`config.mk`:
```
export PLATFORM = sky130hd
export DESIGN_NAME = top_ram_stream_ctrl_flat
export DESIGN_NICKNAME = d
export VERILOG_FILES = /design/src/rtl/top_ram_stream_if.sv /design/src/rtl/top_ram_stream_ctrl.sv /design/src/flat_wrapper.sv
export SDC_FILE = /design/constraint.sdc
export NUM_CORES = 1
export LEC_CHECK = 0
export ABC_AREA = 1
export BUFFER_PORTS_ARGS = -buffer_cell sky130_fd_sc_hd__clkbuf_2
export CORE_ASPECT_RATIO = 2
export CORE_MARGIN = 2
export CORE_UTILIZATION = 59
export DETAILED_ROUTE_END_ITERATION = 8
export MAX_ROUTING_LAYER = met4
export PLACE_DENSITY = 0.83
export SYNTH_ARGS = -nofsm -noshare
export SYNTH_HDL_FRONTEND = slang
export SYNTH_SLANG_ARGS = --single-unit
```
`constraint.sdc`:
```
create_clock -name clock -period 3.1 [get_ports clock]
set_input_delay 0.93 -clock clock [delete_from_list [all_inputs] [get_ports clock]]
set_output_delay 0.93 -clock clock [all_outputs]
set_load 0.01 [all_outputs]
```
`src/rtl/top_ram_stream_if.sv`:
```
// Bundle of the load/replay streams and the top-RAM port for top_ram_stream_ctrl.
// The master is the environment (producer, consumer and RAM); the slave is the controller.
interface top_ram_stream_if #(
    parameter int unsigned TOPSIZEWIDTH = 10,
    parameter int unsigned TOPWIDTH     = 32
);
    logic                    load_start;
    logic [TOPSIZEWIDTH:0]   load_len;
    logic [TOPWIDTH-1:0]     in_data;
    logic                    in_valid;
    logic                    in_ready;
    logic                    rd_start;
    logic [TOPSIZEWIDTH:0]   rd_len;
    logic [TOPWIDTH-1:0]     out_data;
    logic                    out_valid;
    logic                    out_ready;
    logic                    out_last;
    logic                    busy;
    logic [TOPWIDTH-1:0]     ram_data;
    logic [TOPSIZEWIDTH-1:0] ram_wraddress;
    logic                    ram_wren;
    logic [TOPSIZEWIDTH-1:0] ram_rdaddress;
    logic [TOPWIDTH-1:0]     ram_q;

    modport master (
        output load_start, load_len, in_data, in_valid, rd_start, rd_len, out_ready, ram_q,
        input  in_ready, out_data, out_valid, out_last, busy,
               ram_data, ram_wraddress, ram_wren, ram_rdaddress
    );

    modport slave (
        input  load_start, load_len, in_data, in_valid, rd_start, rd_len, out_ready, ram_q,
        output in_ready, out_data, out_valid, out_last, busy,
               ram_data, ram_wraddress, ram_wren, ram_rdaddress
    );
endinterface

```
`src/rtl/top_ram_stream_ctrl.sv`:
```
// Loads a row into the top RAM from a valid/ready stream and replays a prefix of it,
// hiding the RAM's 2-cycle read latency behind a 4-entry credit-managed output FIFO.
module top_ram_stream_ctrl #(
    parameter int unsigned TOPSIZE      = 1024,
    parameter int unsigned TOPSIZEWIDTH = 10,
    parameter int unsigned TOPWIDTH     = 32
) (
    input logic             clock,
    input logic             reset,
    top_ram_stream_if.slave bus
);
    localparam int unsigned LW    = TOPSIZEWIDTH + 1;
    localparam int unsigned FD    = 4;
    localparam int unsigned PW    = 2;
    localparam int unsigned CW    = 3;

    localparam logic [1:0] S_IDLE = 2'd0;
    localparam logic [1:0] S_LOAD = 2'd1;
    localparam logic [1:0] S_READ = 2'd2;

    logic [1:0]              state_q, state_d;
    logic [LW-1:0]           len_q, len_d;
    logic [LW-1:0]           acc_q, acc_d;
    logic [LW-1:0]           issued_q, issued_d;
    logic [LW-1:0]           popped_q, popped_d;
    logic [1:0]              vpipe_q, vpipe_d;
    logic [TOPWIDTH-1:0]     fifo_q [FD];
    logic [TOPWIDTH-1:0]     fifo_d [FD];
    logic [PW-1:0]           wptr_q, wptr_d;
    logic [PW-1:0]           rptr_q, rptr_d;
    logic [CW-1:0]           cnt_q, cnt_d;
    logic [TOPWIDTH-1:0]     ram_data_q, ram_data_d;
    logic [TOPSIZEWIDTH-1:0] ram_wraddr_q, ram_wraddr_d;
    logic                    ram_wren_q, ram_wren_d;

    logic          in_ready_c, in_hs, out_valid_c, push, pop, issue;
    logic [CW-1:0] inflight;

    function automatic logic [LW-1:0] clamp_len(input logic [LW-1:0] l);
        return (l > LW'(TOPSIZE)) ? LW'(TOPSIZE) : l;
    endfunction

    // Credit rule: FIFO occupancy plus reads in flight never exceeds the FIFO depth.
    always_comb begin
        in_ready_c  = (state_q == S_LOAD) && (acc_q < len_q);
        in_hs       = bus.in_valid && in_ready_c;
        out_valid_c = (cnt_q != '0);
        pop         = out_valid_c && bus.out_ready;
        push        = vpipe_q[1];
        inflight    = CW'(vpipe_q[0]) + CW'(vpipe_q[1]);
        issue       = (state_q == S_READ) && (issued_q < len_q) && ((cnt_q + inflight) < CW'(FD));
    end

    // Next-state and datapath updates.
    always_comb begin
        state_d      = state_q;
        len_d        = len_q;
        acc_d        = acc_q;
        issued_d     = issued_q;
        popped_d     = popped_q;
        vpipe_d      = {vpipe_q[0], issue};
        fifo_d       = fifo_q;
        wptr_d       = wptr_q;
        rptr_d       = rptr_q;
        cnt_d        = cnt_q + CW'(push) - CW'(pop);
        ram_data_d   = ram_data_q;
        ram_wraddr_d = ram_wraddr_q;
        ram_wren_d   = 1'b0;

        case (state_q)
            S_IDLE: begin
                if (bus.load_start) begin
                    if (bus.load_len != '0) begin
                        state_d = S_LOAD;
                        len_d   = clamp_len(bus.load_len);
                        acc_d   = '0;
                    end
                end else if (bus.rd_start && (bus.rd_len != '0)) begin
                    state_d  = S_READ;
                    len_d    = clamp_len(bus.rd_len);
                    issued_d = '0;
                    popped_d = '0;
                end
            end
            S_LOAD: begin
                if (in_hs) begin
                    ram_data_d   = bus.in_data;
                    ram_wraddr_d = acc_q[TOPSIZEWIDTH-1:0];
                    ram_wren_d   = 1'b1;
                    acc_d        = acc_q + LW'(1);
                end
                // Leave one cycle after the last write so it never overlaps a read address.
                if (acc_q == len_q) state_d = S_IDLE;
            end
            S_READ: begin
                if (issue) issued_d = issued_q + LW'(1);
                if (pop) begin
                    popped_d = popped_q + LW'(1);
                    if (popped_q == len_q - LW'(1)) state_d = S_IDLE;
                end
            end
            default: state_d = S_IDLE;
        endcase

        if (push) begin
            fifo_d[wptr_q] = bus.ram_q;
            wptr_d         = wptr_q + PW'(1);
        end
        if (pop) rptr_d = rptr_q + PW'(1);
    end

    always_ff @(posedge clock) begin
        if (reset) begin
            state_q      <= S_IDLE;
            len_q        <= '0;
            acc_q        <= '0;
            issued_q     <= '0;
            popped_q     <= '0;
            vpipe_q      <= '0;
            fifo_q       <= '{default: '0};
            wptr_q       <= '0;
            rptr_q       <= '0;
            cnt_q        <= '0;
            ram_data_q   <= '0;
            ram_wraddr_q <= '0;
            ram_wren_q   <= 1'b0;
        end else begin
            state_q      <= state_d;
            len_q        <= len_d;
            acc_q        <= acc_d;
            issued_q     <= issued_d;
            popped_q     <= popped_d;
            vpipe_q      <= vpipe_d;
            fifo_q       <= fifo_d;
            wptr_q       <= wptr_d;
            rptr_q       <= rptr_d;
            cnt_q        <= cnt_d;
            ram_data_q   <= ram_data_d;
            ram_wraddr_q <= ram_wraddr_d;
            ram_wren_q   <= ram_wren_d;
        end
    end

    assign bus.in_ready      = in_ready_c;
    assign bus.out_valid     = out_valid_c;
    assign bus.out_data      = fifo_q[rptr_q];
    assign bus.out_last      = out_valid_c && (popped_q == len_q - LW'(1));
    assign bus.busy          = (state_q != S_IDLE);
    assign bus.ram_data      = ram_data_q;
    assign bus.ram_wraddress = ram_wraddr_q;
    assign bus.ram_wren      = ram_wren_q;
    assign bus.ram_rdaddress = issued_q[TOPSIZEWIDTH-1:0];
endmodule

```
`src/flat_wrapper.sv`:
```
// flat-port wrapper written by rule: the top's interface ports become plain ports
module top_ram_stream_ctrl_flat 
#(
    parameter int unsigned TOPSIZE      = 1024,
    parameter int unsigned TOPSIZEWIDTH = 10,
    parameter int unsigned TOPWIDTH     = 32
)
  (clock, reset, bus_load_start, bus_load_len, bus_in_data, bus_in_valid, bus_rd_start, bus_rd_len, bus_out_ready, bus_ram_q, bus_in_ready, bus_out_data, bus_out_valid, bus_out_last, bus_busy, bus_ram_data, bus_ram_wraddress, bus_ram_wren, bus_ram_rdaddress);
  top_ram_stream_if #(.TOPSIZEWIDTH(TOPSIZEWIDTH), .TOPWIDTH(TOPWIDTH)) bus_i ();
  input logic clock;
  input logic reset;
  input wire logic [$bits(bus_i.load_start)-1:0] bus_load_start;
  input wire logic [$bits(bus_i.load_len)-1:0] bus_load_len;
  input wire logic [$bits(bus_i.in_data)-1:0] bus_in_data;
  input wire logic [$bits(bus_i.in_valid)-1:0] bus_in_valid;
  input wire logic [$bits(bus_i.rd_start)-1:0] bus_rd_start;
  input wire logic [$bits(bus_i.rd_len)-1:0] bus_rd_len;
  input wire logic [$bits(bus_i.out_ready)-1:0] bus_out_ready;
  input wire logic [$bits(bus_i.ram_q)-1:0] bus_ram_q;
  output wire logic [$bits(bus_i.in_ready)-1:0] bus_in_ready;
  output wire logic [$bits(bus_i.out_data)-1:0] bus_out_data;
  output wire logic [$bits(bus_i.out_valid)-1:0] bus_out_valid;
  output wire logic [$bits(bus_i.out_last)-1:0] bus_out_last;
  output wire logic [$bits(bus_i.busy)-1:0] bus_busy;
  output wire logic [$bits(bus_i.ram_data)-1:0] bus_ram_data;
  output wire logic [$bits(bus_i.ram_wraddress)-1:0] bus_ram_wraddress;
  output wire logic [$bits(bus_i.ram_wren)-1:0] bus_ram_wren;
  output wire logic [$bits(bus_i.ram_rdaddress)-1:0] bus_ram_rdaddress;
  assign bus_i.load_start = bus_load_start;
  assign bus_i.load_len = bus_load_len;
  assign bus_i.in_data = bus_in_data;
  assign bus_i.in_valid = bus_in_valid;
  assign bus_i.rd_start = bus_rd_start;
  assign bus_i.rd_len = bus_rd_len;
  assign bus_i.out_ready = bus_out_ready;
  assign bus_i.ram_q = bus_ram_q;
  assign bus_in_ready = bus_i.in_ready;
  assign bus_out_data = bus_i.out_data;
  assign bus_out_valid = bus_i.out_valid;
  assign bus_out_last = bus_i.out_last;
  assign bus_busy = bus_i.busy;
  assign bus_ram_data = bus_i.ram_data;
  assign bus_ram_wraddress = bus_i.ram_wraddress;
  assign bus_ram_wren = bus_i.ram_wren;
  assign bus_ram_rdaddress = bus_i.ram_rdaddress;
  top_ram_stream_ctrl #(.TOPSIZE(TOPSIZE), .TOPSIZEWIDTH(TOPSIZEWIDTH), .TOPWIDTH(TOPWIDTH)) u_core (.clock(clock), .reset(reset), .bus(bus_i));
endmodule
```
== After elaboration in Yosys (flattened, before gate mapping) ==
Cells that the tools add are included.

* $add $sub $neg: 10
* Multiply operators: 0
* Divide/modulo/power cells: 0
* Magnitude comparators: 8
* Equality and inequality tests: 16
* Shift operators: 0
* Mux-type cells: 29
* Bitwise operators: 3
* Reductions and logical operators: 23

{| class="wikitable"
|+ Operators with widths
! kind !! count
|-
| 11-bit two-way mux || 12
|-
| 128-bit bitwise mux || 1
|-
| 32-bit two-way mux || 3
|-
| 11-bit case mux with 2 select lines || 3
|-
| 32-bit binary-select mux with 2-bit select || 1
|-
| 32-bit demux with 2-bit select || 1
|-
| 11-bit by 1-bit adder with 11-bit output, second input constant || 3
|-
| 11-bit == test || 2
|-
| 11-bit > comparator, second input constant || 2
|-
| 11-bit less-than comparator || 2
|-
| 11-bit nonzero test || 2
|-
| 2-bit two-way mux || 6
|-
| 2-bit by 1-bit inequality test with 1-bit output, second input constant || 6
|-
| 4-bit AND reduction || 3
|-
| 11-bit by 1-bit subtractor with 11-bit output, second input constant || 1
|-
| 1-bit logical AND || 8
|-
| 2-bit inequality test, second input constant || 4
|-
| 2-bit nonzero test || 4
|-
| 3-bit greater-or-equal comparator, second input constant || 2
|-
| 3-bit by 2-bit inequality test with 1-bit output, second input constant || 2
|-
| 2-bit NOT with 3-bit output || 2
|-
| 2-bit case mux with 3 select lines || 1
|-
| 5-bit AND reduction || 1
|-
| 2-bit by 1-bit adder with 2-bit output, second input constant || 2
|-
| other kinds (15) || 15
|}

* Flip-flop bits (word level): 226
* Bits in latches: 0
* RAM bits: 0
* Bits in read-only memories: 0
* Input port bits: 92
* Output and inout port bits: 89
* Word-level logic and storage cells: 105
* Memories kept: 0

== Depth between registers and ports, before layout ==
* Word-level depth: 6
* Gate-level depth with buffers: 16
* Mapped depth without buffers: 16

== Worst setup path after synthesis ==
Ideal clock, no wire load.

* Kind: reg-to-output
* Start point: register u_core.len_q[0]
* End point: output port bus_out_last
* Arrival time: 1.644 ns
* Data required time: 2.170 ns
* Path slack: 0.526 ns
* Cell stages (with the launch flop): 10
* Buffers on the path: 0
* Cells stage by stage: dfxtp_1 > inv_1 > ha_1 > xnor2_1 > nor2_1 > o21a_1 > nand4_1 > nor2_1 > nand2_1 > nor3b_1

* Cells in the longest elaborated chain, start to end: 3

{| class="wikitable"
|+ RTL lines
! item !! RTL line !! text
|-
| start: declaration || top_ram_stream_ctrl.sv:22 || <nowiki>logic [LW-1:0] len_q, len_d;</nowiki>
|-
| start signal: assignment || top_ram_stream_ctrl.sv:129 || <nowiki>len_q <= len_d;</nowiki>
|-
| 11-bit by 1-bit subtractor with 11-bit output || top_ram_stream_ctrl.sv:147 || <nowiki>assign bus.out_last = out_valid_c && (popped_q == len_q - LW'(1));</nowiki>
|-
| 11-bit == test || top_ram_stream_ctrl.sv:147 ||
|-
| 1-bit logical AND || top_ram_stream_ctrl.sv:147 ||
|-
| end: declaration || flat_wrapper.sv:23 || <nowiki>output wire logic [$bits(bus_i.out_last)-1:0] bus_out_last;</nowiki>
|}

No other way between the ends.

== Final worst setup path ==
* Start point: register u_core.len_q[1]
* End point: output port bus_in_ready

* Cells in the longest elaborated chain, start to end: 2

{| class="wikitable"
|+ RTL lines
! item !! RTL line !! text
|-
| 11-bit less-than comparator || top_ram_stream_ctrl.sv:45 || <nowiki>in_ready_c = (state_q == S_LOAD) && (acc_q < len_q);</nowiki>
|-
| 1-bit logical AND || top_ram_stream_ctrl.sv:45 ||
|-
| end: declaration || flat_wrapper.sv:20 || <nowiki>output wire logic [$bits(bus_i.in_ready)-1:0] bus_in_ready;</nowiki>
|}

No other way between the ends.

==> metrics <==
clk slew on worst S/H paths=0.07 ns; Placer Congestion=0.970; average footprint of a synthesized cell=6.98 um^2; Clock Path Buffers=3; CTS Buf Count=21; Bufs and invs on worst path=3; fmax=326 MHz; Vias=10600; I/O Pins=181; initial antenna violation count=1; die area=19400 um^2; Cell Rows=69; Tcrit/Tclk final=0.989; CTS H-tree lvls=1; I/O Buffers=180; actual slew at the worst max-slew pin=0.761 ns; FFs w/ async S/R, synth=0; die height=195 um; Antenna Nets Post-Route=0; first-pass GRT wire length=48.7 mm; Overflow after GRT=0; worst hold path type=flop to flop; Area Overhead vs Synth=16.8%; final-report max-slew violation count=0; Post-synth EDFFs=0; CP max stage delay=0.34 ns; endpoints failing hold=0; layout cells sized above 1=0.178; dominant register cell in the synthesized netlist=dfxtp_1; Final Instance Area=12600 um^2; post-synthesis instance total=1542; PwrDens=635 nW/um^2; Post-Syn Area=10800 um^2; Setup crit start kind=flop; clock network power share=0.318; clock root buffer=clkbuf_16; Fin Setup TNS=0 ns; status=finished, final reports clean; commonest non-fill, non-tap cell in the layout=nor2_1; Layout Skew=0.0154 ns; Internal=5.26 mW; Residual DRC=0; core area=17800 um^2; Die Wd=99.5 um; CP top delay family=simple AND/OR/NAND/NOR gates; CTS Sinks=226; Yosys Warn Count=0; Flop pwr share=0.400; CP dominant cell by count=nor2_1; slew margin rel.=0.492; Starting DRT DRC Count=454; syn_nets=1668; CTS Hold Bufs=0; Nets=1807; Critical Path RT=2.17 ns; P_sw=2.72 mW; DP Wirelength=21.2 mm; gr usage total=0.315; Critical Path Sink Type=output port; CP arrival=2.14 ns; sw frac=0.341; logic gate share of total power=0.282; Initial Util=0.605; Tmin final=3.07 ns; Routed WL per cell=16.0 um; sequential share of the synthesized area=0.420; Distinct cells, synth=43; latest clock arrival within the worst-skew pair=0.50 ns; most frequent cells in the layout=nor2_1, o21ai_0, dfxtp_1, clkbuf_2, nand2_1; Core Util, Final=0.707; pin count of the biggest net entering global routing=116; WS Path Type=flop to output port; dpl cell area=11700 um^2; final setup violation count=0; Vias/cell=5.57; Worst Path Max Fanout=3; CTS tree=built; Total Routed Length=30.5 mm; CP Cell Sequence=inv_2, buf_4, ha_4, nand2_2, nor2_1, nor2_1, a21oi_2, nor3_4, and3_4, buf_6; Detailed Routing Iterations Pass 1=5; max-cap viol count=0; VDD IR max=0.000494 V; Slowest cell on crit path=dfxtp_2; RSZ-0062 raised after global routing=true; P_leak=5.23 nW; Yosys reg bits=226; vias in the first global route=10300
[flip-flops by register name (all words and copies together), names as in the netlist, 3 cells and up]
| signal | cells |
|---|---|
| u_core.bus.ram_wraddress | 10 |
| u_core.acc_q | 11 |
| u_core.issued_q | 11 |
| u_core.cnt_q | 3 |
| u_core.popped_q | 11 |
| u_core.fifo_q | 128 |
| u_core.len_q | 11 |
| u_core.bus.ram_data | 32 |
[metal layers]
metal,vias up,share of wire,global-route usage
met2,362,0.53,0.568
met3,111,0.053,0.0347
met5,-,0,-
met1,4849,0.35,0.308
li1,5304,-,-
met4,0,0.072,0.214
[final timing paths]
kind	end	depth (start not counted)	startpoint	slack (ns)
hold reg to reg	u_core.vpipe_q[1]	2	u_core.vpipe_q[0]	0.42
hold / removal	u_core.vpipe_q[1]	2	u_core.vpipe_q[0]	0.42
setup / recovery	bus_in_ready	10	u_core.len_q[1]	0.03
setup reg to reg	u_core.acc_q[7]	14	u_core.len_q[1]	0.56
[timing repair]
item | 4_1_cts | 5_1_grt
setup endpoints to repair | 2 | 26
setup buffers | 3 | 1
gates resized for setup | 21 | 26
cloned | 0 | 0
pin swaps | 4 | 9
[power groups by stage]
stage / registers (mW) / logic (mW) / clock network (mW)
after detailed placement: 3.25 / 2.15 / 0
after global routing: 3.21 / 2.49 / 2.70
after global placement: 3.24 / 2.12 / 0
after CTS: 3.19 / 2.19 / 2.57
final: 3.20 / 2.25 / 2.53
after floorplan: 3.25 / 1.39 / 0
[metrics by stage]
| step | setup slack, ns | instances | power (mW) | hold WS (ns) |
|---|---|---|---|---|
| 2_1_floorplan | 0.526 | 1542 | 4.64 | 0.407 |
| 3_3_place_gp | 0.285 | 1867 | 5.36 | 0.416 |
| 3_5_place_dp | 0.299 | 1867 | 5.39 | 0.420 |
| 4_1_cts | -0.0376 | 1906 | 7.95 | 0.426 |
| 5_1_grt | -0.105 | 1908 | 8.41 | 0.442 |
| 6_report | 0.0346 | 1908 | 7.98 | 0.424 |
[worst min-delay path, cell delays in order (launching register included)]
cell	delay (ns)
dfxtp_1	0.31
inv_1	0.05
nor2_1	0.03
[kinds of logic (layout without fill, tap and decap cells)]
logic type | after synthesis | count (layout) | synth area share
AND/OR/NAND/NOR | 636 | 636 | 0.239
adder cells (fa/ha/maj) | 34 | 34 | 0.0402
buffers and inverters | 218 | 370 | 0.0842
flip-flops | 226 | 226 | 0.420
other | 0 | 1 | 0
XOR/XNOR | 27 | 27 | 0.0220
AO/OA/AOI/OAI | 401 | 401 | 0.194
[final cells by class]
class / count / area, um^2
fill: 1532 / 5210
timing repair buffer: 211 / 1180
inverter: 123 / 468
clock buffer: 26 / 564
clock inverter: 10 / 103
antenna: 1 / 2.50
multi-input combinational: 1098 / 5440
tap: 213 / 267
sequential: 226 / 4550
[cells in the mapped netlist (6+ instances only)]
library cell  count  area share
nor2_1          402        0.14
xnor2_1           6      0.0049
o22ai_1          33       0.019
nand4_1          11      0.0064
dfxtp_1         226        0.42
o21ai_0         257        0.12
buf_4            12      0.0084
nand2_1         144       0.050
nand3_1          45       0.021
xor2_1           21       0.017
ha_1             33       0.038
a21oi_1          92       0.043
o21ai_1           8      0.0037
inv_1           115       0.040
inv_2             6      0.0021
clkbuf_1         72       0.025
nor3_1           10      0.0047
(Power assumes the default switching activity.)
